## src/rtl/core_mc.sv

```systemverilog
// core_mc: multi-cycle segmented core with req/ack instruction and data memory handshakes.
// Ports: clk/rst (async, active-high); imem_req/imem_addr/imem_ack/instruction fetch port;
//        dmem_req/dmem_we/dmem_addr/dmem_wdata/dmem_rdata/dmem_ack data port;
//        io_input/io_output memory-mapped I/O at the all-ones data address; halted status.
module core_mc #(
   parameter int DATA_W    = 8,
   parameter int NREG      = 16,
   parameter int IADDR_W   = 9,
   parameter int DADDR_W   = 10,
   parameter int SEG_SHIFT = 2
) (
   input  logic               clk,
   input  logic               rst,
   output logic               imem_req,
   output logic [IADDR_W-1:0] imem_addr,
   input  logic               imem_ack,
   input  logic [15:0]        instruction,
   output logic               dmem_req,
   output logic               dmem_we,
   output logic [DADDR_W-1:0] dmem_addr,
   output logic [DATA_W-1:0]  dmem_wdata,
   input  logic [DATA_W-1:0]  dmem_rdata,
   input  logic               dmem_ack,
   input  logic [DATA_W-1:0]  io_input,
   output logic [DATA_W-1:0]  io_output,
   output logic               halted
);
   typedef enum logic [1:0] {FETCH, EXEC, MEM, HALT} state_t;
   state_t state_q, state_d;
   logic [15:0] ir_q, ir_d;
   logic [IADDR_W-1:0] ip_q, ip_d;
   logic [DATA_W-1:0] cs_q, cs_d, ds_q, ds_d, io_q, io_d;
   logic [3:0] flags_q, flags_d;
   logic skip_q, skip_d;
   logic [DATA_W-1:0] regs_q [16];
   logic [DATA_W-1:0] regs_d [16];
   logic [3:0] op, ra, rb;
   logic [2:0] sub;
   logic [DATA_W-1:0] a, b, bb, alu_r, wd_a;
   logic [DATA_W:0] sum;
   logic [DADDR_W-1:0] daddr;
   logic is_load, is_store, is_mem, is_io, arith, is_sub, alu_c, alu_v, wr_a, wr_b;
   assign op = ir_q[15:12];
   assign ra = ir_q[11:8];
   assign rb = ir_q[7:4];
   assign sub = ir_q[2:0];
   // indices beyond the implemented register count read as zero
   assign a = (int'(ra) < NREG) ? regs_q[ra] : '0;
   assign b = (int'(rb) < NREG) ? regs_q[rb] : '0;
   assign is_load = op == 4'd2 || op == 4'd8;
   assign is_store = op == 4'd3 || op == 4'd9;
   assign is_mem = is_load || is_store;
   // widen before shifting so segment bits are kept up to the address width
   assign daddr = (op == 4'd2 || op == 4'd3) ? (DADDR_W'(ds_q) << SEG_SHIFT) + DADDR_W'(b) : DADDR_W'(ir_q[9:0]);
   assign is_io = daddr == '1;
   assign is_sub = sub == 3'd1 || sub == 3'd7;
   assign arith = sub == 3'd0 || is_sub;
   assign bb = is_sub ? ~b : b;
   assign sum = {1'b0, a} + {1'b0, bb} + {{DATA_W{1'b0}}, is_sub};
   assign alu_r = arith ? sum[DATA_W-1:0] : sub == 3'd2 ? a & b : sub == 3'd3 ? a | b :
                  sub == 3'd4 ? a ^ b : sub == 3'd5 ? a << 1 : a >> 1;
   assign alu_c = arith ? sum[DATA_W] : sub == 3'd5 ? a[DATA_W-1] : sub == 3'd6 ? a[0] : 1'b0;
   // overflow: addends of equal sign producing a result of the other sign
   assign alu_v = arith && a[DATA_W-1] == bb[DATA_W-1] && alu_r[DATA_W-1] != a[DATA_W-1];
   always_comb begin
      state_d = state_q;
      ir_d = ir_q;
      ip_d = ip_q;
      cs_d = cs_q;
      ds_d = ds_q;
      io_d = io_q;
      flags_d = flags_q;
      skip_d = skip_q;
      regs_d = regs_q;
      wr_a = 1'b0;
      wr_b = 1'b0;
      wd_a = '0;
      case (state_q)
         FETCH: begin
            ir_d = imem_ack ? instruction : ir_q;
            state_d = imem_ack ? EXEC : FETCH;
         end
         EXEC: begin
            state_d = FETCH;
            ip_d = ip_q + 1'b1;
            if (skip_q)
               skip_d = 1'b0;
            else if (op == 4'd15) begin
               state_d = HALT;
               ip_d = ip_q;
            end else if (is_mem && !is_io) begin
               state_d = MEM;
               ip_d = ip_q;
            end else
               case (op)
                  4'd0: begin wr_a = 1'b1; wd_a = b; end
                  4'd1: begin wr_a = 1'b1; wd_a = b; wr_b = 1'b1; end
                  4'd2, 4'd8: begin wr_a = 1'b1; wd_a = io_input; end
                  4'd3, 4'd9: io_d = a;
                  4'd5: skip_d = (flags_q & ir_q[7:4]) == ir_q[3:0];
                  4'd6: begin
                     flags_d = {alu_v, alu_c, alu_r[DATA_W-1], alu_r == '0};
                     wr_a = sub != 3'd7;
                     wd_a = alu_r;
                  end
                  4'd7: begin wr_a = 1'b1; wd_a = DATA_W'(ir_q[7:0]); end
                  4'd10: ds_d = a;
                  4'd11: begin cs_d = a; ip_d = '0; end
                  default: ;
               endcase
         end
         MEM: begin
            state_d = dmem_ack ? FETCH : MEM;
            ip_d = dmem_ack ? ip_q + 1'b1 : ip_q;
            wr_a = dmem_ack && is_load;
            wd_a = dmem_rdata;
         end
         default: ;
      endcase
      if (wr_b && int'(rb) < NREG) regs_d[rb] = a;
      if (wr_a && int'(ra) < NREG) regs_d[ra] = wd_a;
   end
   always_ff @(posedge clk or posedge rst) begin
      if (rst) begin
         state_q <= FETCH;
         ir_q <= '0;
         ip_q <= '0;
         cs_q <= '0;
         ds_q <= '0;
         io_q <= '0;
         flags_q <= '0;
         skip_q <= 1'b0;
         regs_q <= '{default: '0};
      end else begin
         state_q <= state_d;
         ir_q <= ir_d;
         ip_q <= ip_d;
         cs_q <= cs_d;
         ds_q <= ds_d;
         io_q <= io_d;
         flags_q <= flags_d;
         skip_q <= skip_d;
         regs_q <= regs_d;
      end
   end
   assign imem_req = state_q == FETCH && !rst;
   assign imem_addr = (IADDR_W'(cs_q) << SEG_SHIFT) + ip_q;
   assign dmem_req = state_q == MEM && !rst;
   assign dmem_we = is_store;
   assign dmem_addr = daddr;
   assign dmem_wdata = a;
   assign io_output = io_q;
   assign halted = state_q == HALT;
endmodule

```

## config.mk

```make
export PLATFORM = sky130hd
export DESIGN_NAME = core_mc
export DESIGN_NICKNAME = d
export VERILOG_FILES = /design/src/rtl/core_mc.sv
export SDC_FILE = /design/constraint.sdc
export NUM_CORES = 1
export LEC_CHECK = 0
export ABC_CLOCK_PERIOD_IN_PS = 7240
export BUFFER_PORTS_ARGS = -buffer_cell sky130_fd_sc_hd__buf_2
export CAP_MARGIN = 20
export CORE_AREA = 5 5 145 202
export CTS_CLUSTER_DIAMETER = 40
export DETAILED_ROUTE_END_ITERATION = 10
export DIE_AREA = 0 0 150 207
export GPL_TIMING_DRIVEN = 1
export PLACE_DENSITY = 0.67
export SYNTH_ARGS = -nofsm -noshare
export SYNTH_HDL_FRONTEND = slang
export SYNTH_SLANG_ARGS = --single-unit
```

## constraint.sdc

```tcl
create_clock -name clk -period 7.24 [get_ports clk]
set_input_delay 0.362 -clock clk [delete_from_list [all_inputs] [get_ports clk]]
set_output_delay 0.362 -clock clk [all_outputs]
set_load 0.01 [all_outputs]
```

# Yosys cells after proc, flatten, opt, wreduce, memory -nomap -nowiden

Index checks and enable logic that the tools add are counted.
W data, S select, Z words.

Flip-flop bits (word level): 183
Input bits: 36
Word-level logic and storage cells: 159
Output and inout port bits: 39

Muxes and demuxes: 55
Equality and inequality tests: 29
Reduce and logical (&&, ||, !) cells: 32
Add/subtract/negate cells: 5
$lt $le $gt $ge: 4
Bitwise gates (word level): 10

Operators by type and width:

| operator               | number |
|---|---|
| $bwmux W128            | 2 |
| $mux W128              | 2 |
| $mux W8                | 15 |
| $bmux W8 S4            | 2 |
| $demux W8 S4           | 2 |
| $mux W9                | 5 |
| $pmux W8 S4            | 1 |
| $eq A4 B4 Y1 const B   | 5 |
| $reduce_and A5 Y1      | 4 |
| $pmux W9 S2            | 1 |
| $mux W1                | 16 |
| $pmux W8 S2            | 1 |
| $eq A3 B3 Y1 const B   | 4 |
| $eq A4 B3 Y1 const B   | 3 |
| $add A10 B8 Y10        | 1 |
| $eq A10 B10 Y1 const B | 1 |
| $ge A5 B5 Y1 const B   | 2 |
| $lt A5 B1 Y1 const B   | 2 |
| $mux W10               | 1 |
| $not A4 Y5             | 2 |
| $add A8 B8 Y9          | 1 |
| $add A9 B1 Y9          | 1 |
| $add A9 B1 Y9 const B  | 1 |
| $add A9 B9 Y9          | 1 |
| 33 further kinds       | 59 |

# Depth between registers and ports, before layout

Gate-level depths: netlist (run 1).

Depth after elaboration: 16
Mapped depth: 19
Depth with buffers taken out: 15

# Least setup slack after synthesis (run 1)

OpenSTA, ideal clock, no wires.

Path type: reg-to-reg
Start point: register ir_q[4]
End point: register regs_q[124] in the netlist's numbering
Stages on the path, launching flop included: 16
Path buffers: 3
Period minus slack after synthesis: 5.049 ns
Library setup time: 0.125 ns
Arrival: 4.924 ns
Required time: 7.115 ns
Path slack: 2.191 ns
Path through: dfrtp_1 > buf_6 > buf_12 > buf_2 > mux4_2 > mux4_2 > ha_1 > fa_1 > a211o_1 > a21oi_1 > a22o_1 > o221ai_1 > nor3_2 > nand3_4 > a2111oi_4 > mux2_2

RTL lines:

| element                | line | text |
|---|---|---|
| start, declared        | 30   | `logic [15:0] ir_q, ir_d;` |
| start signal, assigned | 136  | `ir_q <= ir_d;` |
| end signal, assigned   | 143  | `regs_q <= regs_d;` |
| end, declared          | 35   | `logic [DATA_W-1:0] regs_q [16];` |

==> flow_summary.html, run 1 <==
<table>
<tr><th>Metric</th><th>Value</th></tr>
<tr><th colspan="2">Drt</th></tr>
<tr><td>1st-pass router iterations</td><td>5</td></tr>
<tr><td>Count of vias placed by the detailed router</td><td>10700</td></tr>
<tr><td>Antenna-violating nets left</td><td>0</td></tr>
<tr><td>DR iter-0 viols</td><td>839</td></tr>
<tr><td>Final Routed Wirelength</td><td>43300 um</td></tr>
<tr><td>Average via count per standard cell</td><td>6.52</td></tr>
<tr><td>Routed wirelength normalized by instance count</td><td>26.4 um</td></tr>
<tr><td>Post-route DRC violation count</td><td>0</td></tr>
<tr><th colspan="2">CTS</th></tr>
<tr><td>Number of buffers inserted during clock tree synthesis</td><td>17</td></tr>
<tr><td>Root Buffer</td><td>sky130_fd_sc_hd__clkbuf_16</td></tr>
<tr><td>Clk sink count</td><td>183</td></tr>
<tr><td>Clock tree from TritonCTS</td><td>yes</td></tr>
<tr><td>Post-CTS Resized</td><td>0</td></tr>
<tr><td>Depth of the CTS H-tree</td><td>4</td></tr>
<tr><td>Count of hold-fix buffers inserted at cts</td><td>0</td></tr>
<tr><td>Register clock-pin slew on the reported worst setup and hold paths</td><td>70 ps</td></tr>
<tr><td>Post-CTS setup repair buffer count</td><td>0</td></tr>
<tr><td>Clock insertion delay at the later pin of the skew report</td><td>450 ps</td></tr>
<tr><td>Largest buffer count on any clock path</td><td>2</td></tr>
<tr><th colspan="2">Synth</th></tr>
<tr><td>Count of mapped cells out of synthesis</td><td>1255</td></tr>
<tr><td>Synthesized netlist net count</td><td>1335</td></tr>
<tr><td>Summed instance area of the synthesized netlist</td><td>13400 um2</td></tr>
<tr><td>FFs w/ async S/R, synth</td><td>1.00</td></tr>
<tr><td>Number of synthesized flops with an enable pin</td><td>0</td></tr>
<tr><td>Cell variety after synth</td><td>86</td></tr>
<tr><td>Register bit count reported by yosys</td><td>183</td></tr>
<tr><td>Flip-flop cell with the highest count after synthesis</td><td>sky130_fd_sc_hd__dfrtp_1</td></tr>
<tr><td>Syn avg cell area</td><td>10.7 um2</td></tr>
<tr><td>Count of yosys warnings during synthesis</td><td>0</td></tr>
<tr><td>Sequential share of the synthesized area</td><td>0.341</td></tr>
<tr><th colspan="2">Setup path</th></tr>
<tr><td>Setup crit start kind</td><td>flip-flop</td></tr>
<tr><td>Master of the slowest instance on the critical path</td><td>sky130_fd_sc_hd__dfrtp_2</td></tr>
<tr><td>Cell family with most CP delay</td><td>multiplexers</td></tr>
<tr><td>Worst endpoint required time</td><td>7570 ps</td></tr>
<tr><td>Crit-path cells</td><td>mux4_2, mux4_2, ha_1, fa_1, a211o_1, a21oi_1, mux2i_1, nor2_1, o31ai_4, a31o_2, nand3_1, mux2_2, mux2_2</td></tr>
<tr><td>Worst path max stage delay</td><td>950 ps</td></tr>
<tr><td>Bufs and invs on worst path</td><td>0</td></tr>
<tr><td>Worst Path Max Fanout</td><td>31</td></tr>
<tr><td>Critical path capture point type</td><td>flip-flop</td></tr>
<tr><td>Data arrival time of the critical path</td><td>6390 ps</td></tr>
<tr><td>Critical path type</td><td>reg2reg</td></tr>
<tr><th colspan="2">Layout</th></tr>
<tr><td>Post-layout util</td><td>0.530</td></tr>
<tr><td>Fillers</td><td>2465</td></tr>
<tr><td>Antenna diode count</td><td>0</td></tr>
<tr><td>Area occupied by multi-input gates</td><td>8200 um2</td></tr>
<tr><td>Fraction of final layout cells with drive strength greater than 1</td><td>0.207</td></tr>
<tr><td># nets final</td><td>1341</td></tr>
<tr><td>Non-filler instance count after layout</td><td>1644</td></tr>
<tr><td>Register cell area after layout</td><td>4580 um2</td></tr>
<tr><td>Area grow syn2layout</td><td>7.91%</td></tr>
<tr><th colspan="2">Timing</th></tr>
<tr><td>Worst slew pin tran</td><td>1090 ps</td></tr>
<tr><td>Part of the cycle the worst path needs</td><td>0.836</td></tr>
<tr><td>Fin. Hold Viols</td><td>0</td></tr>
<tr><td>Minimum clock period after layout</td><td>6050 ps</td></tr>
<tr><td>Achievable frequency</td><td>0.165 GHz</td></tr>
<tr><td>Setup Total Neg Slack</td><td>0 ps</td></tr>
<tr><td>Setup repair after global routing missed its margin</td><td>no</td></tr>
<tr><td>Number of setup violations in the final report</td><td>0</td></tr>
<tr><td>Skew final</td><td>12.0 ps</td></tr>
<tr><td>Max-slew headroom at the worst pin</td><td>0.272</td></tr>
<tr><td>Max-slew violation count</td><td>0</td></tr>
<tr><td>Worst hold slack after final layout</td><td>78.2 ps</td></tr>
<tr><th colspan="2">Pwr</th></tr>
<tr><td>Power per cell area</td><td>344 nW/um2</td></tr>
<tr><td>PnR Total Power</td><td>4.99 mW</td></tr>
<tr><td>Standby leakage power</td><td>6.99 nW</td></tr>
<tr><td>Maximum resistive drop on vdd</td><td>0.135 mV</td></tr>
<tr><th colspan="2">Global routing</th></tr>
<tr><td>Overall global routing resource usage</td><td>0.280</td></tr>
<tr><td>Initial antenna violation count</td><td>0</td></tr>
<tr><td>Maximum number of pins on one net before global-route repair</td><td>107</td></tr>
<tr><td>First-pass GRT wire length</td><td>66100 um</td></tr>
<tr><td>GR Overflow Total</td><td>0</td></tr>
<tr><td>Vias in the first global route</td><td>10700</td></tr>
<tr><th colspan="2">Placement</th></tr>
<tr><td>Routability congestion estimate</td><td>0.949</td></tr>
<tr><td>Number of port buffers</td><td>74</td></tr>
<tr><td>Placed cell count</td><td>1611</td></tr>
<tr><td>Post-detailed-placement half-perimeter wirelength</td><td>31600 um</td></tr>
<tr><th colspan="2">Floorplanning</th></tr>
<tr><td>Rows</td><td>72</td></tr>
<tr><td>Placeable core region</td><td>27400 um2</td></tr>
<tr><td>Total die area</td><td>31100 um2</td></tr>
<tr><td>Total I/O pin count</td><td>75</td></tr>
<tr><td>Die Y-Extent</td><td>207 um</td></tr>
<tr><td>Width of the die</td><td>150 um</td></tr>
<tr><td>Initial Util</td><td>0.491</td></tr>
<tr><th colspan="2">Hold path</th></tr>
<tr><td>Worst min-delay path class</td><td>in2async</td></tr>
<tr><th colspan="2">Run</th></tr>
<tr><td>Max-capacitance violation count</td><td>0</td></tr>
<tr><th colspan="2">Run status</th></tr>
<tr><td>Status</td><td>completed</td></tr>
</table>
## routing by layer
| layer | global-route usage | up-vias | part of all wire |
|---|---|---|---|
| li1 | - | 4718 | - |
| met1 | 0.341 | 5354 | 0.38 |
| met2 | 0.472 | 501 | 0.50 |
| met3 | 0.0376 | 153 | 0.050 |
| met4 | 0.160 | 0 | 0.066 |
| met5 | 0 | - | 0 |
## cell usage after synthesis (all sizes together), types with 17 or more instances
master	number	area share
ha	41	0.038
dfrtp	183	0.34
nand3	22	0.0099
clkbuf	48	0.013
mux2i	222	0.17
inv	43	0.012
nand2	87	0.024
a21oi	72	0.027
mux4	75	0.13
o21ai	64	0.024
xnor2	17	0.011
buf	59	0.025
nor2	44	0.012
nor3	38	0.018
mux2	26	0.022
## flip-flops by register name, summed over array words and instances, names as in the netlist
name and cells:
flags_q 4, state_q 2, regs_q 128, io_output 8
cs_q 7, ir_q 16, ds_q 8, skip_q 1
ip_q 9
## placed cells by master (no fill, tap or decap), types with 4 or more instances in the layout
master and instances:
sky130_fd_sc_hd__mux2i_1 220, sky130_fd_sc_hd__dfrtp_1 181, sky130_fd_sc_hd__nand2_1 86, sky130_fd_sc_hd__buf_2 74, sky130_fd_sc_hd__mux4_2 73, sky130_fd_sc_hd__a21oi_1 72
sky130_fd_sc_hd__o21ai_0 62, sky130_fd_sc_hd__nor2_1 43, sky130_fd_sc_hd__ha_1 41, sky130_fd_sc_hd__inv_1 40, sky130_fd_sc_hd__nor3_1 31, sky130_fd_sc_hd__mux2_2 26
sky130_fd_sc_hd__nand3_1 19, sky130_fd_sc_hd__buf_4 19, sky130_fd_sc_hd__xnor2_1 17, sky130_fd_sc_hd__clkbuf_16 17, sky130_fd_sc_hd__a211o_1 16, sky130_fd_sc_hd__nand2b_1 15
sky130_fd_sc_hd__a22oi_1 15, sky130_fd_sc_hd__nor2b_1 11, sky130_fd_sc_hd__o21a_1 10, sky130_fd_sc_hd__nand4_1 9, sky130_fd_sc_hd__and3_1 9, sky130_fd_sc_hd__or3_1 8
sky130_fd_sc_hd__nand3b_1 7, sky130_fd_sc_hd__a211oi_1 7, sky130_fd_sc_hd__a222oi_1 7, sky130_fd_sc_hd__o31ai_1 6, sky130_fd_sc_hd__or2_2 6, sky130_fd_sc_hd__a2111o_1 6
sky130_fd_sc_hd__clkinvlp_4 6, sky130_fd_sc_hd__o22ai_1 5, sky130_fd_sc_hd__xor2_1 5, sky130_fd_sc_hd__a21o_1 5, sky130_fd_sc_hd__a22o_1 4, sky130_fd_sc_hd__nor3_4 4
## through the flow
stage	cell area, um2	setup WS (ps)
floorplan	13400	1910
global placement	13900	1230
detailed placement	13900	1220
CTS	14500	1210
global route	14500	911
finish	14500	1190
## cell type report
cell class                 count  area share
clock inverter                10     0.00500
multi-input combinational    921       0.565
sequential                   183       0.316
inverter                      44      0.0119
tap                          370      0.0319
clock buffer                  22      0.0327
timing repair buffer          94      0.0373
## final timing paths
| check | startpoint | endpoint | slack (ps) | cells after the start |
|---|---|---|---|---|
| setup / recovery | ir_q[4] | regs_q[124] | 1190 | 13 |
| hold / removal | rst | ir_q[15] | 80 | 2 |
| setup reg to reg | ir_q[4] | regs_q[124] | 1190 | 13 |
| hold reg to reg | io_output[6] | io_output[6] | 470 | 2 |
| max in group asynchronous | rst | regs_q[103] | 6050 | 4 |
| min in group clk | instruction[14] | ir_q[14] | 140 | 2 |
## kinds of logic (layout without fill, tap and decap cells)
kind of cell	after synthesis	count (layout)	share of synthesized area
multiplexers	323	323	0.313
AND/OR/NAND/NOR	272	272	0.106
AO/OA/AOI/OAI	260	260	0.132
flip-flops	183	183	0.341
buffers and inverters	151	170	0.0509
adder cells (fa/ha/maj)	44	44	0.0426
XOR/XNOR	22	22	0.0143
## power by group
group          internal [mW]  switching (mW)
logic                  0.984            1.59
clock network          0.467           0.427
registers               1.18           0.333
total                   2.63            2.35
Note: power is estimated with default switching activity, not from simulation.
==> inputs of run 2 (changes only) <==
ABC_CLOCK_PERIOD_IN_PS = 5500   (was 7240)
PLACE_DENSITY = 0.69   (was 0.67)
clock period = 5.5 ns   (was 7.24 ns; I/O delays follow)
==> run 2 against run 1 <==
The run now ends with negative hold slack left. Sequential power increased by 26%. First-iteration DRC count up 21%. Fmax rose by 16%. Clock-buffer cell count decreased by 3. Critical path depth up 1. Wire length rose by 4.6%. Global-route usage rose by 1.3 points. Highest routed layer is now met5.
==> flow_summary.html, run 2 (synthesis results as in run 1) <==
<table>
<tr><th>Metric</th><th>Value</th></tr>
<tr><th colspan="2">Run status</th></tr>
<tr><td>Status</td><td>finished with violations</td></tr>
<tr><td>Violated checks</td><td>negative hold slack</td></tr>
<tr><th colspan="2">Drt</th></tr>
<tr><td>Final Routed Wirelength</td><td>45300 um (+4.6%)</td></tr>
<tr><td>1st-pass router iterations</td><td>6 (+1)</td></tr>
<tr><td>DR iter-0 viols</td><td>1012 (+21%)</td></tr>
<tr><td>Average via count per standard cell</td><td>6.69 (+2.5%)</td></tr>
<tr><td>Count of vias placed by the detailed router</td><td>11200 (+4.6%)</td></tr>
<tr><td>Antenna-violating nets left</td><td>0 (unchanged)</td></tr>
<tr><td>Post-route DRC violation count</td><td>0 (unchanged)</td></tr>
<tr><td>Routed wirelength normalized by instance count</td><td>27.0 um (+2.5%)</td></tr>
<tr><th colspan="2">Timing</th></tr>
<tr><td>Minimum clock period after layout</td><td>5210 ps (-840 ps)</td></tr>
<tr><td>Number of setup violations in the final report</td><td>0 (unchanged)</td></tr>
<tr><td>Max-slew headroom at the worst pin</td><td>0.290 (+0.0179)</td></tr>
<tr><td>Worst hold slack after final layout</td><td>-11.4 ps (-89.6 ps)</td></tr>
<tr><td>Max-slew violation count</td><td>0 (unchanged)</td></tr>
<tr><td>Worst slew pin tran</td><td>1070 ps (-26.9 ps)</td></tr>
<tr><td>Setup repair after global routing missed its margin</td><td>no</td></tr>
<tr><td>Setup Total Neg Slack</td><td>0 ps (unchanged)</td></tr>
<tr><td>Fin. Hold Viols</td><td>2 (+2)</td></tr>
<tr><td>Part of the cycle the worst path needs</td><td>0.948 (+0.112)</td></tr>
<tr><td>Achievable frequency</td><td>0.192 GHz (+16%)</td></tr>
<tr><td>Skew final</td><td>11.1 ps (-0.924 ps)</td></tr>
<tr><th colspan="2">Layout</th></tr>
<tr><td>Largest registers in the final layout</td><td>regs_q x128, ir_q x16, ip_q x9</td></tr>
<tr><td>Fraction of final layout cells with drive strength greater than 1</td><td>0.227 (+0.0200)</td></tr>
<tr><td>Non-filler instance count after layout</td><td>1677 (+2.0%)</td></tr>
<tr><td>Antenna diode count</td><td>0 (unchanged)</td></tr>
<tr><td>Area grow syn2layout</td><td>9.91%</td></tr>
<tr><td># nets final</td><td>1374 (+2.5%)</td></tr>
<tr><td>Commonest cells after routing, fill and taps aside</td><td>sky130_fd_sc_hd__mux2i_1 (220), sky130_fd_sc_hd__dfrtp_1 (181), sky130_fd_sc_hd__nand2_1 (86)</td></tr>
<tr><td>Fillers</td><td>2511 (+1.9%)</td></tr>
<tr><td>Post-layout util</td><td>0.539 (+0.00982)</td></tr>
<tr><td>Max FFs per register</td><td>128 (unchanged)</td></tr>
<tr><td>Commonest non-fill, non-tap cell in the layout</td><td>sky130_fd_sc_hd__mux2i_1</td></tr>
<tr><td>Largest register by flop count</td><td>regs_q</td></tr>
<tr><th colspan="2">Setup path</th></tr>
<tr><td>Worst endpoint required time</td><td>5850 ps (-1720 ps)</td></tr>
<tr><td>Critical path capture point type</td><td>flip-flop</td></tr>
<tr><td>Worst Path Max Fanout</td><td>19 (-39%)</td></tr>
<tr><td>Critical path type</td><td>reg2reg</td></tr>
<tr><td>Bufs and invs on worst path</td><td>2 (+2)</td></tr>
<tr><td>Flop2flop setup slack</td><td>290 ps (-900 ps)</td></tr>
<tr><td>Master of the slowest instance on the critical path</td><td>sky130_fd_sc_hd__a2111o_2</td></tr>
<tr><td>Worst path max stage delay</td><td>710 ps (-240 ps)</td></tr>
<tr><td>Cell depth of the worst flop-to-flop path</td><td>14 (+1)</td></tr>
<tr><td>Start of the worst register-to-register path</td><td>ir_q[4]</td></tr>
<tr><td>Cell family with most CP delay</td><td>compound AO/OA/AOI/OAI gates</td></tr>
<tr><td>Setup crit start kind</td><td>flip-flop</td></tr>
<tr><td>Data arrival time of the critical path</td><td>5560 ps (-830 ps)</td></tr>
<tr><td>Reg-to-Reg End</td><td>regs_q[117]</td></tr>
<tr><td>Crit-path cells</td><td>buf_4, mux4_2, mux4_2, ha_1, o21a_1, and2_1, nor4_1, o221ai_1, nor3_2, buf_4, nand3_4, a2111o_2, nand3_1, a21boi_0</td></tr>
<tr><th colspan="2">CTS</th></tr>
<tr><td>Number of buffers inserted during clock tree synthesis</td><td>17 (unchanged)</td></tr>
<tr><td>Clock tree from TritonCTS</td><td>yes</td></tr>
<tr><td>Root Buffer</td><td>sky130_fd_sc_hd__clkbuf_16</td></tr>
<tr><td>Largest buffer count on any clock path</td><td>2 (unchanged)</td></tr>
<tr><td>Clock insertion delay at the later pin of the skew report</td><td>450 ps (about the same)</td></tr>
<tr><td>Depth of the CTS H-tree</td><td>4 (unchanged)</td></tr>
<tr><td>Clk sink count</td><td>183 (unchanged)</td></tr>
<tr><td>Register clock-pin slew on the reported worst setup and hold paths</td><td>70 ps (about the same)</td></tr>
<tr><td>Count of hold-fix buffers inserted at cts</td><td>0 (unchanged)</td></tr>
<tr><th colspan="2">Pwr</th></tr>
<tr><td>Standby leakage power</td><td>7.18 nW (+2.7%)</td></tr>
<tr><td>Maximum resistive drop on vdd</td><td>0.196 mV (+45%)</td></tr>
<tr><td>Power per cell area</td><td>459 nW/um2 (+33%)</td></tr>
<tr><td>PnR Total Power</td><td>6.78 mW (+36%)</td></tr>
<tr><th colspan="2">Floorplanning</th></tr>
<tr><td>Placeable core region</td><td>27400 um2 (unchanged)</td></tr>
<tr><td>Total I/O pin count</td><td>75 (unchanged)</td></tr>
<tr><td>Initial Util</td><td>0.491 (unchanged)</td></tr>
<tr><td>Rows</td><td>72 (unchanged)</td></tr>
<tr><td>Width of the die</td><td>150 um (unchanged)</td></tr>
<tr><td>Total die area</td><td>31100 um2 (unchanged)</td></tr>
<tr><td>Die Y-Extent</td><td>207 um (unchanged)</td></tr>
<tr><th colspan="2">Placement</th></tr>
<tr><td>Number of port buffers</td><td>74 (unchanged)</td></tr>
<tr><td>Post-detailed-placement half-perimeter wirelength</td><td>32400 um (+2.7%)</td></tr>
<tr><td>Placed cell count</td><td>1645 (+2.1%)</td></tr>
<tr><td>Routability congestion estimate</td><td>1.00 (+5.5%)</td></tr>
<tr><th colspan="2">Global routing</th></tr>
<tr><td>Initial antenna violation count</td><td>1 (+1)</td></tr>
<tr><td>Maximum number of pins on one net before global-route repair</td><td>127 (+19%)</td></tr>
<tr><td>First-pass GRT wire length</td><td>68500 um (+3.7%)</td></tr>
<tr><td>GR Overflow Total</td><td>0 (unchanged)</td></tr>
<tr><td>Overall global routing resource usage</td><td>0.293 (+0.0128)</td></tr>
<tr><td>Vias in the first global route</td><td>11200 (+4.4%)</td></tr>
<tr><th colspan="2">Run</th></tr>
<tr><td>Max-capacitance violation count</td><td>0 (unchanged)</td></tr>
<tr><th colspan="2">Hold path</th></tr>
<tr><td>Worst min-delay path class</td><td>in2async</td></tr>
</table>
run 2: changes by cell type in the layout (fill, tap and decap cells not counted), moves of 2 or more:
cell,before,now
sky130_fd_sc_hd__buf_4,19,52
sky130_fd_sc_hd__bufinv_16,0,2
sky130_fd_sc_hd__inv_6,1,5
sky130_fd_sc_hd__clkinvlp_4,6,2
sky130_fd_sc_hd__clkbuf_8,3,0
run 2: what timing repair did:
| action | in CTS | in global routing |
|---|---|---|
| setup buffers | 0 | 0 |
| setup endpoints to repair | 0 | 2 |
| resized for setup | 0 | 2 |
run 2: per-stage QoR:
step	instance area [um2]	setup slack, ps	hold slack, ps
floorplan	13400	253	426
finish	14800	285	-11.4
detailed placement	14200	167	465
global placement	14200	203	457
global route	14800	80.5	50.0
CTS	14800	146	38.6
run 2: area by class of cell:
| cell class | instances | area [um2] | share of cell area |
|---|---|---|---|
| inverters | 44 | 173 | 0.0117 |
| flip-flops and latches | 183 | 4580 | 0.310 |
| multi-input cells | 921 | 8200 | 0.555 |
| repair buffers | 127 | 781 | 0.0529 |
| clock inverters | 13 | 143 | 0.00966 |
| clock buffers | 19 | 433 | 0.0293 |
| well taps | 370 | 463 | 0.0313 |
run 2: power by group:
group          internal [mW]  switching, mW
registers               1.56          0.358
logic                   1.38           2.23
clock network          0.675          0.578
run 2: worst max-delay path by stage:
stage,slack (ps),cells past startpoint,to,startpoint
after global routing,80,14,regs_q[117],ir_q[4]
after detailed placement,170,14,regs_q[117],ir_q[4]
after CTS,150,14,regs_q[117],ir_q[4]
after global placement,200,13,regs_q[117],ir_q[4]
final,290,14,regs_q[117],ir_q[4]
after floorplan,250,1,cs_q[0],rst
run 2: per-layer routing:
layer	up-vias	track usage	wire length, um
met5	-	0	18
met4	2	0.211	3940
met3	201	0.0481	3490
met2	630	0.479	21900
met1	5595	0.345	16000
li1	4790	-	-
